<file path="src/rtl/ps2_dir_if.sv">
// Bundle between the PS/2 receiver/consumer side and the direction scheduler.
interface ps2_dir_if;
    logic [9:0] ps2_code;
    logic       ps2_ready;
    logic       flush;
    logic       cmd_valid;
    logic [3:0] cmd_dir;
    logic       cmd_ack;
    logic [3:0] held;
    logic       overflow;

    modport master (
        output ps2_code, ps2_ready, flush, cmd_ack,
        input  cmd_valid, cmd_dir, held, overflow
    );

    modport slave (
        input  ps2_code, ps2_ready, flush, cmd_ack,
        output cmd_valid, cmd_dir, held, overflow
    );
endinterface

</file>
<file path="src/rtl/ps2_dir_scheduler.sv">
// Arrow-key press tracker feeding a deduplicating command FIFO.
// Define PS2_AUTOREPEAT_EN to re-issue the held arrow every REPEAT_CYCLES.
module ps2_dir_scheduler #(
    parameter int DEPTH         = 4,
    parameter int REPEAT_CYCLES = 25_000_000
) (
    input logic      clk,
    input logic      rst,
    ps2_dir_if.slave bus
);
    localparam int PW = $clog2(DEPTH);
    localparam int CW = PW + 1;

    if (DEPTH < 2 || DEPTH > 16 || (DEPTH & (DEPTH - 1)) != 0 ||
        REPEAT_CYCLES < 2) begin : g_bad_cfg
        $error("ps2_dir_scheduler: unsupported parameters");
    end

    logic [3:0]    mem [DEPTH];
    logic [PW-1:0] rd_ptr, wr_ptr, rd_nxt, wr_nxt, tail_ptr;
    logic [CW-1:0] count, count_nxt;
    logic [3:0]    held_q, held_nxt, head_q, head_nxt;
    logic          ovf_q, ovf_nxt;

    logic [3:0] key_dir, push_dir, rpt_dir;
    logic       ev, make, brk, key_push, rpt_push;
    logic       push_req, empty, full, dup, pop, accept, push_ok;

    always_comb begin
        key_dir = 4'b0000;
        unique case (bus.ps2_code[7:0])
            8'h75:   key_dir = 4'b0001;
            8'h72:   key_dir = 4'b0010;
            8'h6B:   key_dir = 4'b0100;
            8'h74:   key_dir = 4'b1000;
            default: key_dir = 4'b0000;
        endcase
    end

    assign ev   = bus.ps2_ready & bus.ps2_code[9] & (key_dir != 4'b0000);
    assign make = ev & ~bus.ps2_code[8];
    assign brk  = ev & bus.ps2_code[8];

    // Keyboard typematic makes of an already-held arrow are swallowed here.
    assign key_push = make & ((held_q & key_dir) == 4'b0000);

    always_comb begin
        held_nxt = held_q;
        if (brk)
            held_nxt = held_q & ~key_dir;
        else if (make)
            held_nxt = held_q | key_dir;
    end

`ifdef PS2_AUTOREPEAT_EN
    localparam int RW = $clog2(REPEAT_CYCLES);
    localparam logic [RW-1:0] TERM = RW'(REPEAT_CYCLES - 1);

    logic [RW-1:0] rpt_cnt;

    assign rpt_push = (held_q != 4'b0000) && (rpt_cnt == TERM) && empty;

    always_comb begin
        rpt_dir = 4'b0000;
        priority case (1'b1)
            held_q[0]: rpt_dir = 4'b0001;
            held_q[1]: rpt_dir = 4'b0010;
            held_q[2]: rpt_dir = 4'b0100;
            held_q[3]: rpt_dir = 4'b1000;
            default:   rpt_dir = 4'b0000;
        endcase
    end

    // Saturates at TERM while the queue is busy so the repeat fires on drain.
    always_ff @(posedge clk) begin
        if (rst)
            rpt_cnt <= '0;
        else if (held_nxt == 4'b0000 || push_ok)
            rpt_cnt <= '0;
        else if (rpt_cnt != TERM)
            rpt_cnt <= rpt_cnt + RW'(1);
    end
`else
    assign rpt_push = 1'b0;
    assign rpt_dir  = 4'b0000;
`endif

    assign push_req = key_push | rpt_push;
    assign push_dir = key_push ? key_dir : rpt_dir;

    assign empty    = (count == '0);
    assign full     = (count == CW'(DEPTH));
    assign tail_ptr = wr_ptr - PW'(1);
    assign dup      = ~empty & (mem[tail_ptr] == push_dir);
    assign pop      = ~empty & bus.cmd_ack;
    assign accept   = push_req & ~dup & ~bus.flush;
    assign push_ok  = accept & (~full | pop);
    assign ovf_nxt  = accept & full & ~pop;

    always_comb begin
        count_nxt = count + CW'(push_ok) - CW'(pop);
        rd_nxt    = rd_ptr + PW'(pop);
        wr_nxt    = wr_ptr + PW'(push_ok);
        if (bus.flush) begin
            count_nxt = '0;
            rd_nxt    = '0;
            wr_nxt    = '0;
        end
        // A push into a queue that drains to one entry becomes the new head.
        if (count_nxt == '0)
            head_nxt = 4'b0000;
        else if (push_ok && rd_nxt == wr_ptr)
            head_nxt = push_dir;
        else
            head_nxt = mem[rd_nxt];
    end

    always_ff @(posedge clk) begin
        if (push_ok)
            mem[wr_ptr] <= push_dir;
    end

    always_ff @(posedge clk) begin
        if (rst) begin
            rd_ptr <= '0;
            wr_ptr <= '0;
            count  <= '0;
            held_q <= 4'b0000;
            head_q <= 4'b0000;
            ovf_q  <= 1'b0;
        end else begin
            rd_ptr <= rd_nxt;
            wr_ptr <= wr_nxt;
            count  <= count_nxt;
            held_q <= held_nxt;
            head_q <= head_nxt;
            ovf_q  <= ovf_nxt;
        end
    end

    assign bus.cmd_valid = ~empty;
    assign bus.cmd_dir   = head_q;
    assign bus.held      = held_q;
    assign bus.overflow  = ovf_q;
endmodule
</file>
<file path="src/flat_wrapper.sv">
// flat-port wrapper written by rule: the top's interface ports become plain ports
module ps2_dir_scheduler_flat 
#(
    parameter int DEPTH         = 4,
    parameter int REPEAT_CYCLES = 25_000_000
)
  (clk, rst, bus_ps2_code, bus_ps2_ready, bus_flush, bus_cmd_ack, bus_cmd_valid, bus_cmd_dir, bus_held, bus_overflow);
  ps2_dir_if bus_i ();
  input logic clk;
  input logic rst;
  input wire logic [$bits(bus_i.ps2_code)-1:0] bus_ps2_code;
  input wire logic [$bits(bus_i.ps2_ready)-1:0] bus_ps2_ready;
  input wire logic [$bits(bus_i.flush)-1:0] bus_flush;
  input wire logic [$bits(bus_i.cmd_ack)-1:0] bus_cmd_ack;
  output wire logic [$bits(bus_i.cmd_valid)-1:0] bus_cmd_valid;
  output wire logic [$bits(bus_i.cmd_dir)-1:0] bus_cmd_dir;
  output wire logic [$bits(bus_i.held)-1:0] bus_held;
  output wire logic [$bits(bus_i.overflow)-1:0] bus_overflow;
  assign bus_i.ps2_code = bus_ps2_code;
  assign bus_i.ps2_ready = bus_ps2_ready;
  assign bus_i.flush = bus_flush;
  assign bus_i.cmd_ack = bus_cmd_ack;
  assign bus_cmd_valid = bus_i.cmd_valid;
  assign bus_cmd_dir = bus_i.cmd_dir;
  assign bus_held = bus_i.held;
  assign bus_overflow = bus_i.overflow;
  ps2_dir_scheduler #(.DEPTH(DEPTH), .REPEAT_CYCLES(REPEAT_CYCLES)) u_core (.clk(clk), .rst(rst), .bus(bus_i));
endmodule
</file>
<file path="config.mk">
export PLATFORM = sky130hd
export DESIGN_NAME = ps2_dir_scheduler_flat
export DESIGN_NICKNAME = d
export VERILOG_FILES = /design/src/rtl/ps2_dir_if.sv /design/src/rtl/ps2_dir_scheduler.sv /design/src/flat_wrapper.sv
export SDC_FILE = /design/constraint.sdc
export NUM_CORES = 1
export LEC_CHECK = 0
export CAP_MARGIN = 20
export CORE_MARGIN = 3
export CORE_UTILIZATION = 60
export CTS_BUF_LIST = sky130_fd_sc_hd__clkbuf_8
export DETAILED_ROUTE_END_ITERATION = 6
export PLACE_DENSITY = 0.95
export SETUP_SLACK_MARGIN = 0.05
export SLEW_MARGIN = 20
export SYNTH_ARGS = -nofsm -noshare
export SYNTH_HDL_FRONTEND = slang
export SYNTH_SLANG_ARGS = --single-unit
export TNS_END_PERCENT = 1
</file>
<file path="constraint.sdc">
create_clock -name clk -period 6.65 [get_ports clk]
set_input_delay 0.665 -clock clk [delete_from_list [all_inputs] [get_ports clk]]
set_output_delay 0.665 -clock clk [all_outputs]
set_load 0.05 [all_outputs]
</file>
## After elaboration in Yosys (flattened, before gate mapping)

Memory sizes are Yosys's and may differ from the RTL's. A register that Yosys moved wholly into a read port is not among the register bits.
Cells that the tools add are included.

- Register bits: 12
- Bits in writable memories: 16
- Bits of input ports: 15
- Output and inout port bits: 10
- Word-level logic and storage cells: 55
- Memories: 1

Memory list:

| memory | depth | width | rd ports | clocked after memory_dff | wr ports | line | text |
|---|---|---|---|---|---|---|---|
| u_core.mem | 4 | 4 | 2 | 1 | 1 | ps2_dir_scheduler.sv:19 | `logic [3:0] mem [DEPTH];` |

- $add $sub $neg: 5
- Eq/ne operators: 6
- Mux-type cells: 8
- Bitwise logic cells: 23
- Reductions and logical operators: 7

Operators with widths:

| operator | count |
|---|---|
| 8-bit by 7-bit equality test with 1-bit output (second input constant) | 4 |
| 4-bit one-hot mux with 4 select lines | 1 |
| 1-bit bitwise AND | 12 |
| 4-bit two-way mux | 3 |
| 4-bit bitwise AND | 2 |
| 3-bit zero test | 2 |
| 1-bit inverter | 6 |
| 2-bit by 1-bit adder with 2-bit output | 2 |
| 4-bit equality test | 1 |
| 4-bit zero test | 1 |
| 4-bit inverter | 1 |
| 4-bit bitwise OR | 1 |
| 4-bit nonzero test | 1 |
| 2-bit OR reduction | 2 |
| 3-bit by 1-bit adder with 3-bit output | 1 |
| 3-bit equality test (second input constant) | 1 |
| 3-bit two-way mux | 1 |
| 3-bit by 1-bit subtractor with 3-bit output | 1 |
| 1-bit two-way mux | 2 |
| 2-bit two-way mux | 1 |
| 2-bit nonzero test | 1 |
| 2-bit by 1-bit subtractor with 2-bit output (second input constant) | 1 |
| 1-bit bitwise OR | 1 |

## Longest topological paths before layout

- Depth after elaboration: 18
- Depth in mapped cells: 14
- Gate-level depth less buffers: 13

## Worst setup path before layout

No wires, ideal clock.

- Kind: flip-flop to flip-flop
- Start point: register u_core.wr_ptr[0]
- End point: register u_core.head_q[0] (netlist: u_core.bus.cmd_dir[0]), read port of u_core.mem
- Setup time: 119 ps
- Data arrival time: 3554 ps
- Data required time: 6531 ps
- Setup slack: 2977 ps
- Cell stages (with the launch flop): 15
- Path buffers: 1
- Period minus slack after synthesis: 3673 ps
- Cells stage by stage: dfxtp_1 -> buf_6 -> inv_1 -> ha_1 -> mux4_2 -> or3b_1 -> a21o_1 -> a2111oi_4 -> nor3_2 -> ha_1 -> fa_1 -> xor2_1 -> xnor2_1 -> o31a_1 -> a21boi_1

- Cells in the longest elaborated chain, start to end: 13

RTL lines:

| item | line | text |
|---|---|---|
| start: declaration | ps2_dir_scheduler.sv:20 | `logic [PW-1:0] rd_ptr, wr_ptr, rd_nxt, wr_nxt, tail_ptr;` |
| start signal: assignment | ps2_dir_scheduler.sv:133 | `wr_ptr <= wr_nxt;` |
| 2-bit by 1-bit subtractor with 2-bit output | ps2_dir_scheduler.sv:93 | `assign tail_ptr = wr_ptr - PW'(1);` |
| memory 4 x 4 bit | -- |  |
| 4-bit equality test | ps2_dir_scheduler.sv:94 | `assign dup = ~empty & (mem[tail_ptr] == push_dir);` |
| 1-bit bitwise AND | ps2_dir_scheduler.sv:94 |  |
| 1-bit inverter | ps2_dir_scheduler.sv:96 | `assign accept = push_req & ~dup & ~bus.flush;` |
| 1-bit bitwise AND (2 in a row) | ps2_dir_scheduler.sv:96 |  |
| 1-bit bitwise AND | ps2_dir_scheduler.sv:97 | `assign push_ok = accept & (~full \| pop);` |
| 3-bit by 1-bit adder with 3-bit output | ps2_dir_scheduler.sv:101 | `count_nxt = count + CW'(push_ok) - CW'(pop);` |
| 3-bit by 1-bit subtractor with 3-bit output | ps2_dir_scheduler.sv:101 |  |
| 3-bit two-way mux | ps2_dir_scheduler.sv:104 | `if (bus.flush) begin` |
| 3-bit zero test | ps2_dir_scheduler.sv:110 | `if (count_nxt == '0)` |
| 2-bit OR reduction (no source line) | -- |  |
| end: declaration | ps2_dir_scheduler.sv:22 | `logic [3:0] held_q, held_nxt, head_q, head_nxt;` |

No other way between the ends.
A chain may end at the register's enable or synchronous reset.

## Final worst setup path

- Start point: input port bus_ps2_code[0]
- End point: register u_core.head_q[2] (netlist: u_core.bus.cmd_dir[2]), read port of u_core.mem

- Cells in the longest elaborated chain, start to end: 18
- Elaborated cells on any way between the ends: 23
- Those cells by class: 2 x add/sub; 5 x eq/ne; 3 x mux; 9 x bitwise; 4 x reduce/logical

RTL lines:

| item | line | text |
|---|---|---|
| start: declaration | flat_wrapper.sv:11 | `input wire logic [$bits(bus_i.ps2_code)-1:0] bus_ps2_code;` |
| 8-bit by 7-bit equality test with 1-bit output | ps2_dir_scheduler.sv:31 | `unique case (bus.ps2_code[7:0])` |
| 4-bit one-hot mux with 4 select lines (*) | ps2_dir_scheduler.sv:31 |  |
| 4-bit nonzero test | ps2_dir_scheduler.sv:40 | `assign ev = bus.ps2_ready & bus.ps2_code[9] & (key_dir != 4'b0000);` |
| 1-bit bitwise AND | ps2_dir_scheduler.sv:40 |  |
| 1-bit bitwise AND | ps2_dir_scheduler.sv:41 | `assign make = ev & ~bus.ps2_code[8];` |
| 1-bit bitwise AND | ps2_dir_scheduler.sv:45 | `assign key_push = make & ((held_q & key_dir) == 4'b0000);` |
| 4-bit two-way mux (*) | ps2_dir_scheduler.sv:89 | `assign push_dir = key_push ? key_dir : rpt_dir;` |
| net u_core.push_dir[1] | ps2_dir_scheduler.sv:25 | `logic [3:0] key_dir, push_dir, rpt_dir;` |
| (+2 left out) | -- |  |
| 1-bit inverter (*) | ps2_dir_scheduler.sv:96 |  |
| 1-bit bitwise AND (*) (2 in a row) | ps2_dir_scheduler.sv:96 |  |
| 1-bit bitwise AND (*) | ps2_dir_scheduler.sv:97 |  |
| 3-bit by 1-bit adder with 3-bit output (*) | ps2_dir_scheduler.sv:101 |  |
| 3-bit by 1-bit subtractor with 3-bit output (*) | ps2_dir_scheduler.sv:101 |  |
| 3-bit two-way mux (*) | ps2_dir_scheduler.sv:104 |  |
| 3-bit zero test (*) | ps2_dir_scheduler.sv:110 |  |
| 2-bit OR reduction (no source line) (*) | -- |  |

The timed path passes the listed nets; every way through them passes the cells marked *.

==> run metrics <==
outcome completed; die area ~3600 um^2; vias after detailed routing roughly 1,300; post-synthesis sequential area ratio 0.453; DPL Wire Length between 2 and 3 mm; initial core utilization 0.635; most numerous cell on the critical path xor2_1; worst-path fanout max 6; count of pins over their slew limit 0; largest net degree at the start of global routing 11; final setup fails 0; area grow syn2layout 20.8%; placed cell count roughly 200; dpl cell area 2030 um^2; most frequent cells in the layout 24 x clkdlybuf4s50_1, 16 x dfxtp_1, 16 x edfxtp_1; mean post-synth cell area 12.0 um^2; Post-CTS Setup Inserts 0; Die W between 60 and 70 um; f_max about 230 MHz; post_cts resized 0; Worst Setup Start Kind primary input; site row count 19; setup ws final ~2.3 ns; DRT antenna net count 0; Reg2Reg Setup Slack 2.40 ns; Pwr per Cell Area roughly 190 nW/um^2; H-Tree Depth 2; gpl congestion roughly 0.94; CTS max path bufs 2; CTS tree done; Skew-Pair Late Insertion Delay about 0.29 ns; ANT cells 0; Final Cycle Share 0.656; Vias/cell around 6.3; # Max-Cap Violations 0; worst reg2reg path depth 13; skew final around 0.0086 ns; WP data required about 6.8 ns; syn nets ~170; global-route wire length before repair around 6.1 mm; Mapped Cells between 100 and 150; layout cells sized above 1 0.0909; most common cell after layout, fill and taps aside clkdlybuf4s50_1; clk sinks 32; CP cell instances clkdlybuf4s50_1 -> or3b_1 -> nor3_1 -> and3_1 -> xor2_1 -> a2111oi_4 -> nor3_2 -> ha_1 -> fa_1 -> xor2_1 -> xnor2_1 -> o31a_1 -> a21boi_1; synthesis warning total 0; Final Hold Fails 0; TNS Setup 0 ns; grt ovf 0; num ports 25; total iterations of the first detailed-routing run 4; Max stage delay on crit path roughly 0.52 ns; RR Startpoint u_core.wr_ptr[0]; HP Class reg2reg; Worst Tran Pin Value around 0.76 ns; Leak between 0.0007 and 0.0008 uW; RSZ-0062 raised after global routing false; Worst EP arrival 4.53 ns; core footprint ~2800 um^2; clock root cell clkbuf_8; Routed WL approximately 3.8 mm; #FFs+latches synth 32; fin nets between 150 and 200; Place WS roughly 2.1 ns; Total GRT Usage 0.241; Worst Hold Path Cells 2; vias in the first global route about 1,300; initial antenna violation count 0; hold_buf cts 0; Slew headroom 0.486; mapped cell area between 1500 and 2000 um^2; min cycle time layout 4.36 ns; Routed wire per std cell ~18 um; post-synthesis cell type count 40; EDFF count, synth 16; fin cells 207; Crit Path Category in2reg; CP Capture Type flip-flop; Num CTS Buffers 5; post-route cell area ~2100 um^2; FF-to-FF End u_core.bus.cmd_dir[2]; DRC 0; # port buffers 24; maximum VDD drop 0.186 mV; Die Y around 60 um; Slowest-stage cell, CP a2111oi_4; clock slew at reported path FFs about 0.060 ns; First DRT Iteration DRCs ~110; Synth Flop Type edfxtp_1; asr flop ratio synth 0
report_power, final:
part	switching, uW	internal (uW)
clock	69.0	109
combinational	8.79	9.95
sequential	0.0439	205
total	77.8	324
metrics by stage:
step / power (uW) / util / hold slack, ns
final: 402 / 0.767 / 0.517
after global routing: 414 / 0.767 / 0.550
after CTS: 403 / 0.767 / 0.519
after detailed placement: 227 / 0.729 / 0.512
after global placement: 227 / 0.729 / 0.502
after floorplan: 216 / - / 0.520
metal layers:
metal	share of wire	up-vias	routed length [um]	global-route usage
met4	0.032	0	119	0.130
met5	0	-	0	0
met1	0.41	631	1530	0.275
met3	0.067	13	252	0.0583
li1	-	610	-	-
met2	0.50	54	1870	0.412
cells in the mapped netlist, drive strengths merged (2+ instances only):
cell type / instances / area (um^2)
a211oi: 3 / 22.5
a21boi: 4 / 30.0
and2: 12 / 75.1
and3: 2 / 12.5
clkbuf: 2 / 7.51
dfxtp: 16 / 320
edfxtp: 16 / 480
ha: 8 / 100
inv: 9 / 33.8
mux4: 8 / 191
nand2: 5 / 18.8
nand3: 5 / 25.0
nand3b: 2 / 15.0
nand4bb: 2 / 22.5
nor2: 9 / 33.8
nor3: 8 / 45.0
nor4: 2 / 12.5
nor4b: 2 / 17.5
o21ai: 6 / 33.8
o31a: 2 / 17.5
or3b: 2 / 17.5
xnor2: 5 / 43.8
xor2: 3 / 26.3
kinds of logic (layout without fill, tap and decap cells):
family                   Yosys count  count (layout)  synth area share
multiplexers                       9               9             0.115
buffers and inverters             12              41            0.0297
adder cells (fa/ha/maj)            9               9            0.0680
XOR/XNOR                           8               8            0.0397
flip-flops                        32              32             0.453
AND/OR/NAND/NOR                   55              55             0.193
AO/OA/AOI/OAI                     22              22             0.101
critical path: cells and delay by family:
kind	cells	cell delay, ns
XOR/XNOR	3	0.49
adder cells (fa/ha/maj)	2	0.62
AND/OR/NAND/NOR	4	1.29
AO/OA/AOI/OAI	3	0.96
buffers and inverters	1	0.50
final cells by class:
| type | count | area [um^2] |
|---|---|---|
| Timing Repair Buffer | 24 | 240 |
| Multi-Input combinational cell | 103 | 913 |
| Sequential cell | 32 | 801 |
| Clock inverter | 3 | 37.5 |
| Clock buffer | 5 | 68.8 |
| Fill cell | 163 | 648 |
| Inverter | 9 | 33.8 |
| Tap cell | 31 | 38.8 |
worst max-delay path by stage:
| stage | start | endpoint | slack (ns) | cells past startpoint |
|---|---|---|---|---|
| 2_1_floorplan | u_core.wr_ptr[0] | u_core.bus.cmd_dir[0] | 2.98 | 14 |
| 3_3_place_gp | bus_ps2_code[0] | u_core.bus.cmd_dir[0] | 2.26 | 13 |
| 3_5_place_dp | bus_ps2_code[0] | u_core.bus.cmd_dir[2] | 2.09 | 13 |
| 4_1_cts | bus_ps2_code[0] | u_core.bus.cmd_dir[2] | 2.36 | 13 |
| 5_1_grt | bus_ps2_code[0] | u_core.bus.cmd_dir[1] | 2.07 | 13 |
| 6_report | bus_ps2_code[0] | u_core.bus.cmd_dir[2] | 2.29 | 13 |
Power figures use the tool's default switching activity.
